File: src/rtl/sa_feeder_if.sv
// Operand-side handshake bundle for sa_feeder: weight rows and activation vectors.
interface sa_feeder_if #(
  parameter int unsigned bit_width = 8,
  parameter int unsigned ROWS      = 4,
  parameter int unsigned COLS      = 4
);
  logic                      wt_valid;
  logic                      wt_ready;
  logic [COLS*bit_width-1:0] wt_row;
  logic                      act_valid;
  logic                      act_ready;
  logic [ROWS*bit_width-1:0] act_vec;
  logic                      act_last;

  modport master (
    output wt_valid, wt_row, act_valid, act_vec, act_last,
    input  wt_ready, act_ready
  );

  modport slave (
    input  wt_valid, wt_row, act_valid, act_vec, act_last,
    output wt_ready, act_ready
  );
endinterface

File: src/rtl/sa_feeder.sv
// Input-side sequencer for the weight-stationary systolic array: loads a weight
// tile under control, then streams activation vectors with a per-row skew.
module sa_feeder #(
  parameter int unsigned bit_width = 8,
  parameter int unsigned ROWS      = 4,
  parameter int unsigned COLS      = 4
) (
  input  logic                      clk,
  input  logic                      reset,
  sa_feeder_if.slave                bus,
  output logic [COLS*bit_width-1:0] wt_out,
  output logic                      control,
  output logic [ROWS*bit_width-1:0] data_out,
  output logic                      busy
);

  localparam int unsigned CW = $clog2(ROWS + 1);
  localparam logic [CW-1:0] LAST_ROW   = CW'(ROWS);
  localparam logic [CW-1:0] DRAIN_INIT = CW'(ROWS - 1);

  typedef enum logic [1:0] {IDLE, LOAD, STREAM, DRAIN} state_t;

  state_t        state;
  logic [CW-1:0] wt_cnt;
  logic [CW-1:0] drain_cnt;
  logic          weights_loaded;
  logic          wt_acc;
  logic          act_acc;

  // Readies and busy decode from state; a pending weight row blocks activations in IDLE.
  always_comb begin
    bus.wt_ready  = (state == IDLE) || (state == LOAD);
    bus.act_ready = (state == STREAM) ||
                    ((state == IDLE) && weights_loaded && !bus.wt_valid);
    busy          = (state != IDLE);
  end

  assign wt_acc  = bus.wt_valid  & bus.wt_ready;
  assign act_acc = bus.act_valid & bus.act_ready;

  // Sequencer: tile load counting, stream/drain control and the weight-shift outputs.
  always_ff @(posedge clk) begin
    if (reset) begin
      state          <= IDLE;
      wt_cnt         <= '0;
      drain_cnt      <= '0;
      weights_loaded <= 1'b0;
      wt_out         <= '0;
      control        <= 1'b0;
    end else begin
      control <= wt_acc;
      if (wt_acc) wt_out <= bus.wt_row;
      unique case (state)
        IDLE: begin
          if (wt_acc) begin
            weights_loaded <= (ROWS == 1);
            wt_cnt         <= CW'(1);
            state          <= (ROWS == 1) ? STREAM : LOAD;
          end else if (act_acc) begin
            if (bus.act_last) begin
              drain_cnt <= DRAIN_INIT;
              state     <= (ROWS == 1) ? IDLE : DRAIN;
            end else begin
              state <= STREAM;
            end
          end
        end
        LOAD: begin
          if (wt_acc) begin
            wt_cnt <= wt_cnt + CW'(1);
            if (wt_cnt + CW'(1) == LAST_ROW) begin
              weights_loaded <= 1'b1;
              state          <= STREAM;
            end
          end
        end
        STREAM: begin
          if (act_acc && bus.act_last) begin
            drain_cnt <= DRAIN_INIT;
            state     <= (ROWS == 1) ? IDLE : DRAIN;
          end
        end
        DRAIN: begin
          // Leaving on the count of 1 gives exactly ROWS-1 cycles in DRAIN.
          if (drain_cnt <= CW'(1)) begin
            drain_cnt <= '0;
            state     <= IDLE;
          end else begin
            drain_cnt <= drain_cnt - CW'(1);
          end
        end
        default: state <= IDLE;
      endcase
    end
  end

  for (genvar i = 0; i < ROWS; i++) begin : g_row
    // Stage i of the line doubles as the data_out register, so row i lags by i+1 cycles.
    logic [bit_width-1:0] line [0:i];
    logic [bit_width-1:0] inj;

    assign inj = act_acc ? bus.act_vec[i*bit_width +: bit_width] : '0;

    // Skew line for row i: shifts every cycle, zeros injected when nothing is accepted.
    always_ff @(posedge clk) begin
      if (reset) begin
        for (int unsigned k = 0; k <= i; k++) line[k] <= '0;
      end else begin
        line[0] <= inj;
        for (int unsigned k = 1; k <= i; k++) line[k] <= line[k-1];
      end
    end

    assign data_out[i*bit_width +: bit_width] = line[i];
  end

endmodule

File: src/flat_wrapper.sv
// flat-port wrapper written by rule: the top's interface ports become plain ports
module sa_feeder_flat 
#(
  parameter int unsigned bit_width = 8,
  parameter int unsigned ROWS      = 4,
  parameter int unsigned COLS      = 4
)
  (clk, reset, wt_out, control, data_out, busy, bus_wt_valid, bus_wt_row, bus_act_valid, bus_act_vec, bus_act_last, bus_wt_ready, bus_act_ready);
  sa_feeder_if #(.bit_width(bit_width), .ROWS(ROWS), .COLS(COLS)) bus_i ();
  input  logic clk;
  input  logic reset;
  output logic [COLS*bit_width-1:0] wt_out;
  output logic control;
  output logic [ROWS*bit_width-1:0] data_out;
  output logic busy;
  input wire logic [$bits(bus_i.wt_valid)-1:0] bus_wt_valid;
  input wire logic [$bits(bus_i.wt_row)-1:0] bus_wt_row;
  input wire logic [$bits(bus_i.act_valid)-1:0] bus_act_valid;
  input wire logic [$bits(bus_i.act_vec)-1:0] bus_act_vec;
  input wire logic [$bits(bus_i.act_last)-1:0] bus_act_last;
  output wire logic [$bits(bus_i.wt_ready)-1:0] bus_wt_ready;
  output wire logic [$bits(bus_i.act_ready)-1:0] bus_act_ready;
  assign bus_i.wt_valid = bus_wt_valid;
  assign bus_i.wt_row = bus_wt_row;
  assign bus_i.act_valid = bus_act_valid;
  assign bus_i.act_vec = bus_act_vec;
  assign bus_i.act_last = bus_act_last;
  assign bus_wt_ready = bus_i.wt_ready;
  assign bus_act_ready = bus_i.act_ready;
  sa_feeder #(.bit_width(bit_width), .ROWS(ROWS), .COLS(COLS)) u_core (.clk(clk), .reset(reset), .bus(bus_i), .wt_out(wt_out), .control(control), .data_out(data_out), .busy(busy));
endmodule
File: config.mk
export PLATFORM = sky130hd
export DESIGN_NAME = sa_feeder_flat
export DESIGN_NICKNAME = d
export VERILOG_FILES = /design/src/rtl/sa_feeder_if.sv /design/src/rtl/sa_feeder.sv /design/src/flat_wrapper.sv
export SDC_FILE = /design/constraint.sdc
export NUM_CORES = 1
export LEC_CHECK = 0
export CAP_MARGIN = 0
export CORE_UTILIZATION = 40
export DETAILED_ROUTE_END_ITERATION = 8
export GPL_TIMING_DRIVEN = 0
export HOLD_SLACK_MARGIN = 0.02
export PLACE_DENSITY = 0.82
export SYNTH_ARGS = -nofsm -noshare
export SYNTH_HDL_FRONTEND = slang
export SYNTH_SLANG_ARGS = --single-unit
File: constraint.sdc
create_clock -name clk -period 4.7 [get_ports clk]
set_input_delay 0.47 -clock clk [delete_from_list [all_inputs] [get_ports clk]]
set_output_delay 0.47 -clock clk [all_outputs]
set_load 0.05 [all_outputs]
Word level (Yosys, flattened, before mapping)
Memory sizes are Yosys's and may differ from the RTL's. Cells that the tools add are included.

Memories kept: 4. Bits in writable memories: 80. Output and inout port bits: 68. Register bits: 42.

Bitwise gates (word level): 11. Equality and inequality tests: 13. Order comparisons: 1. Reductions and logical operators: 15. Multiplexer cells: 39. Add/subtract/negate cells: 2.

Memories: u_core.g_row[3].line (depth 4, bits a word 8, read ports 4, clocked after Yosys merged registers in 0, write ports 4, RTL line sa_feeder.sv:99) `logic [bit_width-1:0] line [0:i];`; u_core.g_row[2].line (depth 3, bits a word 8, read ports 3, clocked after Yosys merged registers in 0, write ports 3, RTL line sa_feeder.sv:99); u_core.g_row[1].line (depth 2, bits a word 8, read ports 2, clocked after Yosys merged registers in 0, write ports 2, RTL line sa_feeder.sv:99); u_core.g_row[0].line (depth 1, bits a word 8, read ports 1, clocked after Yosys merged registers in 0, write ports 1, RTL line sa_feeder.sv:99).

Operator list (count): 8-bit two-way mux (14); 3-bit two-way mux (7); 2-bit two-way mux (6); 5-bit AND reduction (2); 1-bit OR (9); 3-bit one-hot mux with 3 select lines (1); 1-bit two-way mux (8); 2-bit by 1-bit inequality test with 1-bit output, second input constant (4); 2-bit inequality test, second input constant (4); 2-bit one-hot mux with 4 select lines (1); 8-bit OR reduction (1); 3-bit one-hot mux with 2 select lines (1); 2-bit == test, second input constant (2); 4-bit AND reduction (1); 2-bit nonzero test (2); 3-bit by 1-bit adder with 3-bit output, second input constant (1); 3-bit == test, second input constant (1); 3-bit by 1-bit less-or-equal comparator with 1-bit output, second input constant (1); 1-bit logical AND (3); 3-bit by 1-bit inequality test with 1-bit output, second input constant (1); 3-bit AND reduction (1); 3-bit nonzero test (1); 3-bit by 1-bit subtractor with 3-bit output, second input constant (1); 1-bit bitwise AND (2); other kinds (5) (6).

Longest topological paths before layout
Gate-level depths: netlist of the first run.

Depth in word-level cells: 8. Mapped depth: 8.

Least setup slack after synthesis of the first run
OpenSTA, ideal clock, no wires.

Kind: flip-flop to flip-flop. Start point: register u_core.state[0]. End point: memory u_core.g_row[0].line[0][0]. Arrival time: 1649 ps. Cell stages (with the launch flop): 8. Path buffers: 2. Library setup time: 115 ps. Clock period less this slack: 1764 ps. Setup slack: 2936 ps. Data required time: 4585 ps. Cell sequence: dfxtp_1 -> inv_1 -> ha_1 -> buf_6 -> a31o_2 -> and3_1 -> clkbuf_1 -> and2_1.

Word-level cells in the longest chain between the ends: 7. Elaborated cells on any way between the ends: 8. Those cells by class: eq/ne: 1; mux: 2; bitwise: 1; reduce/logical: 4.

Ends and longest elaborated chain: from (decl) (RTL line sa_feeder.sv:23) `state_t state;`; from (signal assigned) (RTL line sa_feeder.sv:58) `state <= (ROWS == 1) ? STREAM : LOAD;`; from (signal assigned) (RTL line sa_feeder.sv:62) `state <= (ROWS == 1) ? IDLE : DRAIN;`; from (signal assigned) (RTL line sa_feeder.sv:80) `state <= (ROWS == 1) ? IDLE : DRAIN;`; 2-bit zero test (RTL line sa_feeder.sv:34) `((state == IDLE) && weights_loaded && !bus.wt_valid);`; 1-bit logical AND (2 in a row) (RTL line sa_feeder.sv:34); 1-bit logical OR * (RTL line sa_feeder.sv:33) `bus.act_ready = (state == STREAM) ||`; via bus_act_ready (RTL line flat_wrapper.sv:22) `output wire logic [$bits(bus_i.act_ready)-1:0] bus_act_ready;`; 1-bit bitwise AND * (RTL line sa_feeder.sv:39) `assign act_acc = bus.act_valid & bus.act_ready;`; 8-bit two-way mux * (RTL line sa_feeder.sv:102) `assign inj = act_acc ? bus.act_vec[i*bit_width +: bit_width] : '0;`; 8-bit two-way mux (no source line) *; to (decl) (RTL line sa_feeder.sv:99).

Mark *: on every way through the listed nets, which the timed path passes. The rest lies on a longest branch.

Final worst setup path of the first run
Start point: register u_core.state[1]. End point: output bus_wt_ready.

Word-level cells in the longest chain between the ends: 2. Elaborated cells on any way between the ends: 3. Those cells by class: eq/ne: 1; reduce/logical: 2.

Ends and longest elaborated chain: 2-bit by 1-bit == test with 1-bit output or 2-bit zero test (tied branches) (RTL line sa_feeder.sv:32) `bus.wt_ready = (state == IDLE) || (state == LOAD);`; 1-bit logical OR * (RTL line sa_feeder.sv:32); to (decl) (RTL line flat_wrapper.sv:21) `output wire logic [$bits(bus_i.wt_ready)-1:0] bus_wt_ready;`.

Mark *: on every way between the ends. The rest lies on a longest branch, timed or not.

==> results of run 1 <==
## cell usage after synthesis
cell / n / area (um^2)
ha_1: 9 / 112.6
o21a_1: 3 / 22.52
clkbuf_1: 16 / 60.06
a311oi_1: 3 / 26.28
nor2b_1: 48 / 300.3
or2_2: 1 / 6.260
a21oi_1: 38 / 190.2
o21ba_2: 1 / 10.01
a311o_1: 1 / 10.01
nor2_1: 10 / 37.54
buf_6: 1 / 11.26
o31ai_1: 2 / 15.01
and3_1: 1 / 6.260
a22o_1: 1 / 8.760
inv_1: 12 / 45.04
nand2_1: 66 / 247.7
o32a_1: 1 / 10.01
a32oi_1: 1 / 8.760
a31oi_1: 3 / 18.77
a22oi_1: 1 / 7.510
dfxtp_1: 122 / 2442
a31o_2: 1 / 8.760
buf_2: 6 / 30.03
a221oi_4: 1 / 26.28
o21bai_1: 1 / 7.510
o21ai_1: 1 / 5.000
buf_4: 24 / 180.2
nand2b_1: 1 / 6.260
and2_1: 32 / 200.2
nand4_1: 2 / 12.51
or2_4: 1 / 8.760
o21ai_0: 4 / 20.02
## worst max-delay path, cell delays in order (launching register included)
cell	delay [ns]
dfxtp_1	0.38
inv_1	0.10
ha_1	0.18
buf_2	0.17
nor2_1	0.21
inv_1	0.07
clkdlybuf4s50_1	0.70
## cells by family after synthesis
logic type / count (synthesis) / share of synthesized area (%)
simple gates: 162 / 20.13
flops: 122 / 59.53
fa+ha+maj: 9 / 2.745
compound gates: 63 / 9.637
buf+inv: 59 / 7.960
## area by class of cell
| type | instances | area (um^2) | area share, % |
|---|---|---|---|
| flip-flops and latches | 122 | 2442 | 39.46 |
| repair buffers | 134 | 1341 | 21.67 |
| multi-input cells | 234 | 1334 | 21.55 |
| clock buffers | 18 | 417.9 | 6.752 |
| plain buffers | 47 | 281.5 | 4.548 |
| well taps | 133 | 166.4 | 2.689 |
| clock inverters | 14 | 161.4 | 2.608 |
| inverters | 12 | 45.04 | 0.7277 |
## stage by stage
| stage | instances | cell area, um^2 | util, % | total power [mW] |
|---|---|---|---|---|
| CTS | 714 | 6190 | 62.75 | 3.246 |
| global placement | 682 | 5610 | 56.87 | 1.958 |
| finish | 714 | 6190 | 62.75 | 3.213 |
| detailed placement | 682 | 5610 | 56.87 | 1.986 |
| floorplan | 415 | 4103 | - | 1.719 |
| global route | 714 | 6190 | 62.75 | 3.361 |
## path summary, 6_finish.rpt
| check | startpoint | end | slack, ns | cells past startpoint |
|---|---|---|---|---|
| max | u_core.state[1] | bus_wt_ready | 1.93 | 6 |
| max reg2reg | u_core.state[0] | u_core.drain_cnt[2] | 2.73 | 7 |
| min reg2reg | u_core.g_row[3].line[0][23] | u_core.g_row[3].line[0][31] | 0.43 | 1 |
| min | bus_wt_valid | u_core.wt_cnt[0] | 0.31 | 2 |
## report_power, final
part | leakage, nW | switching (mW) | internal (mW) | total (mW)
Combinational | 1.22 | 0.494 | 0.302 | 0.797
Clock | 0.279 | 0.482 | 0.767 | 1.25
Sequential | 0.990 | 0.0422 | 1.12 | 1.17
## state kept, by name, summed over array words and instances, names as in the netlist
register               count
u_core.g_row.line         80
u_core.weights_loaded      1
u_core.wt_cnt              3
u_core.control             1
u_core.state               2
u_core.wt_out             32
u_core.drain_cnt           3
## routing by layer
| metal | vias up | part of all wire, % | GRT usage (%) |
|---|---|---|---|
| li1 | 1608 | - | - |
| met1 | 1414 | 39 | 16.47 |
| met2 | 155 | 50 | 29.54 |
| met3 | 19 | 9.0 | 6.183 |
| met4 | 0 | 2.3 | 8.884 |
| met5 | - | 0 | 0 |
==> flow_metrics.env, run 1 <==
export IMPL_die_width_um=103.3
export IMPL_dp_slack_ns=2.438
export IMPL_end_kind="primary output"
export IMPL_cts_resized=0
export IMPL_drv_slew=0
export IMPL_final_setup_viol_count=0
export IMPL_setup_tns_final_ns=0
export IMPL_cap_violations=0
export IMPL_start_kind="register"
export IMPL_start_util_pct=41.59
export IMPL_leakage_nw=2.491
export IMPL_antenna_found_initial=0
export IMPL_mostFrequentLayoutCell="clkdlybuf4s50_1"
export IMPL_rsz0062_at_grt="false"
export IMPL_vias=3196
export IMPL_htree_levels=4
export IMPL_yosysSeqAreaShare_pct=59.53
export IMPL_hold_violations=0
export IMPL_grt_first_pass_wirelength_um=13210
export IMPL_hold_class="in -> reg"
export IMPL_crit_fanout=9
export IMPL_root_buffer="clkbuf_8"
export IMPL_tightestPinTransition_ns=0.5425
export IMPL_die_h_um=103.3
export IMPL_cts_max_path_buffers=2
export IMPL_cts_tree="built"
export IMPL_synth_warnings=0
export IMPL_place_congestion=0.8184
export IMPL_grt_usage_pct=16.43
export IMPL_insertion_delay_ns=0.50
export IMPL_grt_overflow=0
export IMPL_cts_made_buffers=17
export IMPL_relSlewSlack_pct=63.59
export IMPL_hold_slack_ns=0.3147
export IMPL_worstSetupPathType="reg -> out"
export IMPL_crit_arrival_ns=2.30
export IMPL_first_pass_iters=4
export IMPL_fin_skew_ns=0.008325
export IMPL_drtAntennaViolNets=0
export IMPL_period_needed_ns=2.774
export IMPL_syn_inst=415
export IMPL_final_nets=646
export IMPL_postCtsSetupBuffers=0
export IMPL_numPortBuffers=134
export IMPL_fmax_ghz=0.3605
export IMPL_drc_errors=0
export IMPL_syn2layout_area_growth_pct=50.87
export IMPL_layout_drive_gt1_share_pct=11.53
export IMPL_clkSlewWorstSetupHoldPaths_ns=0.06
export IMPL_min_period_over_period_pct=59.02
export IMPL_outcome="finished, final reports clean"
export IMPL_dieArea_mm2=0.01067
export IMPL_ys_ff_latch=122
export IMPL_layout_setup_ws_ns=1.926
export IMPL_synth_fp_nets=493
export IMPL_hold_buffers=0
export IMPL_drt_iter0_drc=63
export IMPL_critPathRequiredTime_ns=4.23
export IMPL_final_cell_mix="clkdlybuf4s50_1, dfxtp_1, nand2_1"
export IMPL_antenna_cells=0
export IMPL_cts_sinks=122
export IMPL_grt_pass1_vias=3103
export IMPL_wl_per_cell_um=11.89
export IMPL_core_area_mm2=0.009864
export IMPL_dp_hpwl_um=6325
export IMPL_worst_ir_drop_vdd_uv=213.3
export IMPL_fillCellCount=798
export IMPL_std_cell_rows=36
export IMPL_syn_cell_area_mm2=0.004103
export IMPL_routed_wl_um=8492
export IMPL_ys_types=32
export IMPL_syn_area_per_cell_um2=9.886
export IMPL_viasPerCell=4.476
export IMPL_io_pins=137
export IMPL_grt_max_degree=17
export IMPL_power_density_mw_per_mm2=519.0
Note: power is estimated with default switching activity, not from simulation.
==> run 2, diff against run 1 <==
- clock period: 4.7 -> 2.6 ns (I/O delays scaled with it)
==> flow_metrics.env, run 2 (synthesis gave the netlist of run 1 again) <==
export IMPL_relSlewSlack_pct=63.61
export IMPL_die_width_um=103.3
export IMPL_layout_drive_gt1_share_pct=11.53
export IMPL_viasPerCell=4.471
export IMPL_fin_skew_ns=0.008325
export IMPL_cap_violations=0
export IMPL_syn2layout_area_growth_pct=50.99
export IMPL_start_util_pct=41.59
export IMPL_vias=3192
export IMPL_power_density_mw_per_mm2=937.0
export IMPL_routed_wl_um=8487
export IMPL_grt_max_degree=17
export IMPL_dieArea_mm2=0.01067
export IMPL_first_pass_iters=4
export IMPL_grt_pass1_vias=3103
export IMPL_grt_first_pass_wirelength_um=13210
export IMPL_hold_buffers=0
export IMPL_drtAntennaViolNets=0
export IMPL_cts_made_buffers=17
export IMPL_std_cell_rows=36
export IMPL_crit_arrival_ns=2.17
export IMPL_fillCellCount=799
export IMPL_insertion_delay_ns=0.50
export IMPL_final_cells=714
export IMPL_hold_slack_ns=0.1051
export IMPL_tightestPinTransition_ns=0.5423
export IMPL_grt_overflow=0
export IMPL_mostFrequentLayoutCell="clkdlybuf4s50_1"
export IMPL_layout_setup_ws_ns=0.1680
export IMPL_reg_largest_list="u_core.g_row.line: 80 flops, u_core.wt_out: 32 flops"
export IMPL_utilization_pct=62.80
export IMPL_fmax_ghz=0.4112
export IMPL_antenna_cells=0
export IMPL_drc_errors=0
export IMPL_setup_tns_final_ns=0
export IMPL_root_buffer="clkbuf_8"
export IMPL_cts_tree="built"
export IMPL_dp_slack_ns=0.5483
export IMPL_worst_ir_drop_vdd_uv=385.5
export IMPL_drv_slew=0
export IMPL_final_setup_viol_count=0
export IMPL_antenna_found_initial=0
export IMPL_grt_usage_pct=16.43
export IMPL_final_cell_mix="clkdlybuf4s50_1, dfxtp_1, nand2_1"
export IMPL_cts_max_path_buffers=2
export IMPL_clkSlewWorstSetupHoldPaths_ns=0.06
export IMPL_end_kind="primary output"
export IMPL_place_congestion=0.8184
export IMPL_largest_reg_flops=80
export IMPL_outcome="finished, final reports clean"
export IMPL_leakage_nw=2.512
export IMPL_io_pins=137
export IMPL_drt_iter0_drc=59
export IMPL_wl_per_cell_um=11.89
export IMPL_core_area_mm2=0.009864
export IMPL_max_flop_register="u_core.g_row.line"
export IMPL_final_nets=646
export IMPL_worstSetupPathType="reg -> out"
export IMPL_htree_levels=4
export IMPL_critPathRequiredTime_ns=2.34
export IMPL_crit_fanout=8
export IMPL_dp_hpwl_um=6325
export IMPL_cts_sinks=122
export IMPL_start_kind="register"
export IMPL_hold_violations=0
export IMPL_min_period_over_period_pct=93.54
export IMPL_period_needed_ns=2.432
export IMPL_die_h_um=103.3
export IMPL_rsz0062_at_grt="false"
export IMPL_hold_class="in -> reg"
export IMPL_dpl_cell_count=682
export IMPL_numPortBuffers=134
run 2: cell types whose count changed in the layout (fill, tap and decap cells not counted), sizes merged:
cell | before | now
clkdlybuf4s50 | 134 | 132
dlymetal6s2s | 0 | 2
run 2: repair_timing:
| item | 4_1_cts | 5_1_grt |
|---|---|---|
| setup endpoints to repair | 0 | 2 |
| resized for setup | 0 | 2 |
| buffers inserted | 0 | 0 |
run 2: final cells by class:
| cell class | count | area [um^2] | area share (%) |
|---|---|---|---|
| Sequential cell | 122 | 2442 | 39.43 |
| Timing Repair Buffer | 134 | 1346 | 21.73 |
| Clock buffer | 18 | 417.9 | 6.746 |
| Multi-Input combinational cell | 234 | 1334 | 21.53 |
| Clock inverter | 14 | 161.4 | 2.606 |
| Tap cell | 133 | 166.4 | 2.686 |
| Buffer | 47 | 281.5 | 4.545 |
| Inverter | 12 | 45.04 | 0.7271 |
run 2: critical path: stages (launching register included):
cell and delay [ns]:
dfxtp_1 0.38, inv_1 0.10, ha_1 0.22, buf_6 0.14, inv_1 0.05, clkdlybuf4s50_1 0.78
run 2: path summary, 6_finish.rpt:
kind,startpoint,to,depth (start not counted),slack [ns]
worst max-delay path,u_core.state[0],busy,5,0.17
worst max register to register,u_core.state[0],u_core.drain_cnt[2],7,0.63
worst min-delay path,bus_wt_valid,u_core.wt_cnt[0],2,0.11
worst min register to register,u_core.g_row[3].line[0][23],u_core.g_row[3].line[0][31],1,0.43
run 2: metal layers:
metal	vias to the layer above	wire [um]	global-route usage, %
li1	1609	-	-
met1	1412	3328	16.47
met2	150	4209	29.54
met3	21	752	6.183
met4	0	196	8.884
met5	-	0	0
run 2: through the flow:
stage | instance area, um^2 | power [mW]
floorplan | 4103 | 3.107
global placement | 5610 | 3.539
detailed placement | 5610 | 3.590
CTS | 6190 | 5.867
global route | 6195 | 6.073
finish | 6195 | 5.805
run 2: power by group:
part | leakage (nW) | internal (mW) | switching (mW)
logic | 1.24 | 0.545 | 0.892
clock network | 0.279 | 1.39 | 0.872
registers | 0.990 | 2.03 | 0.0763
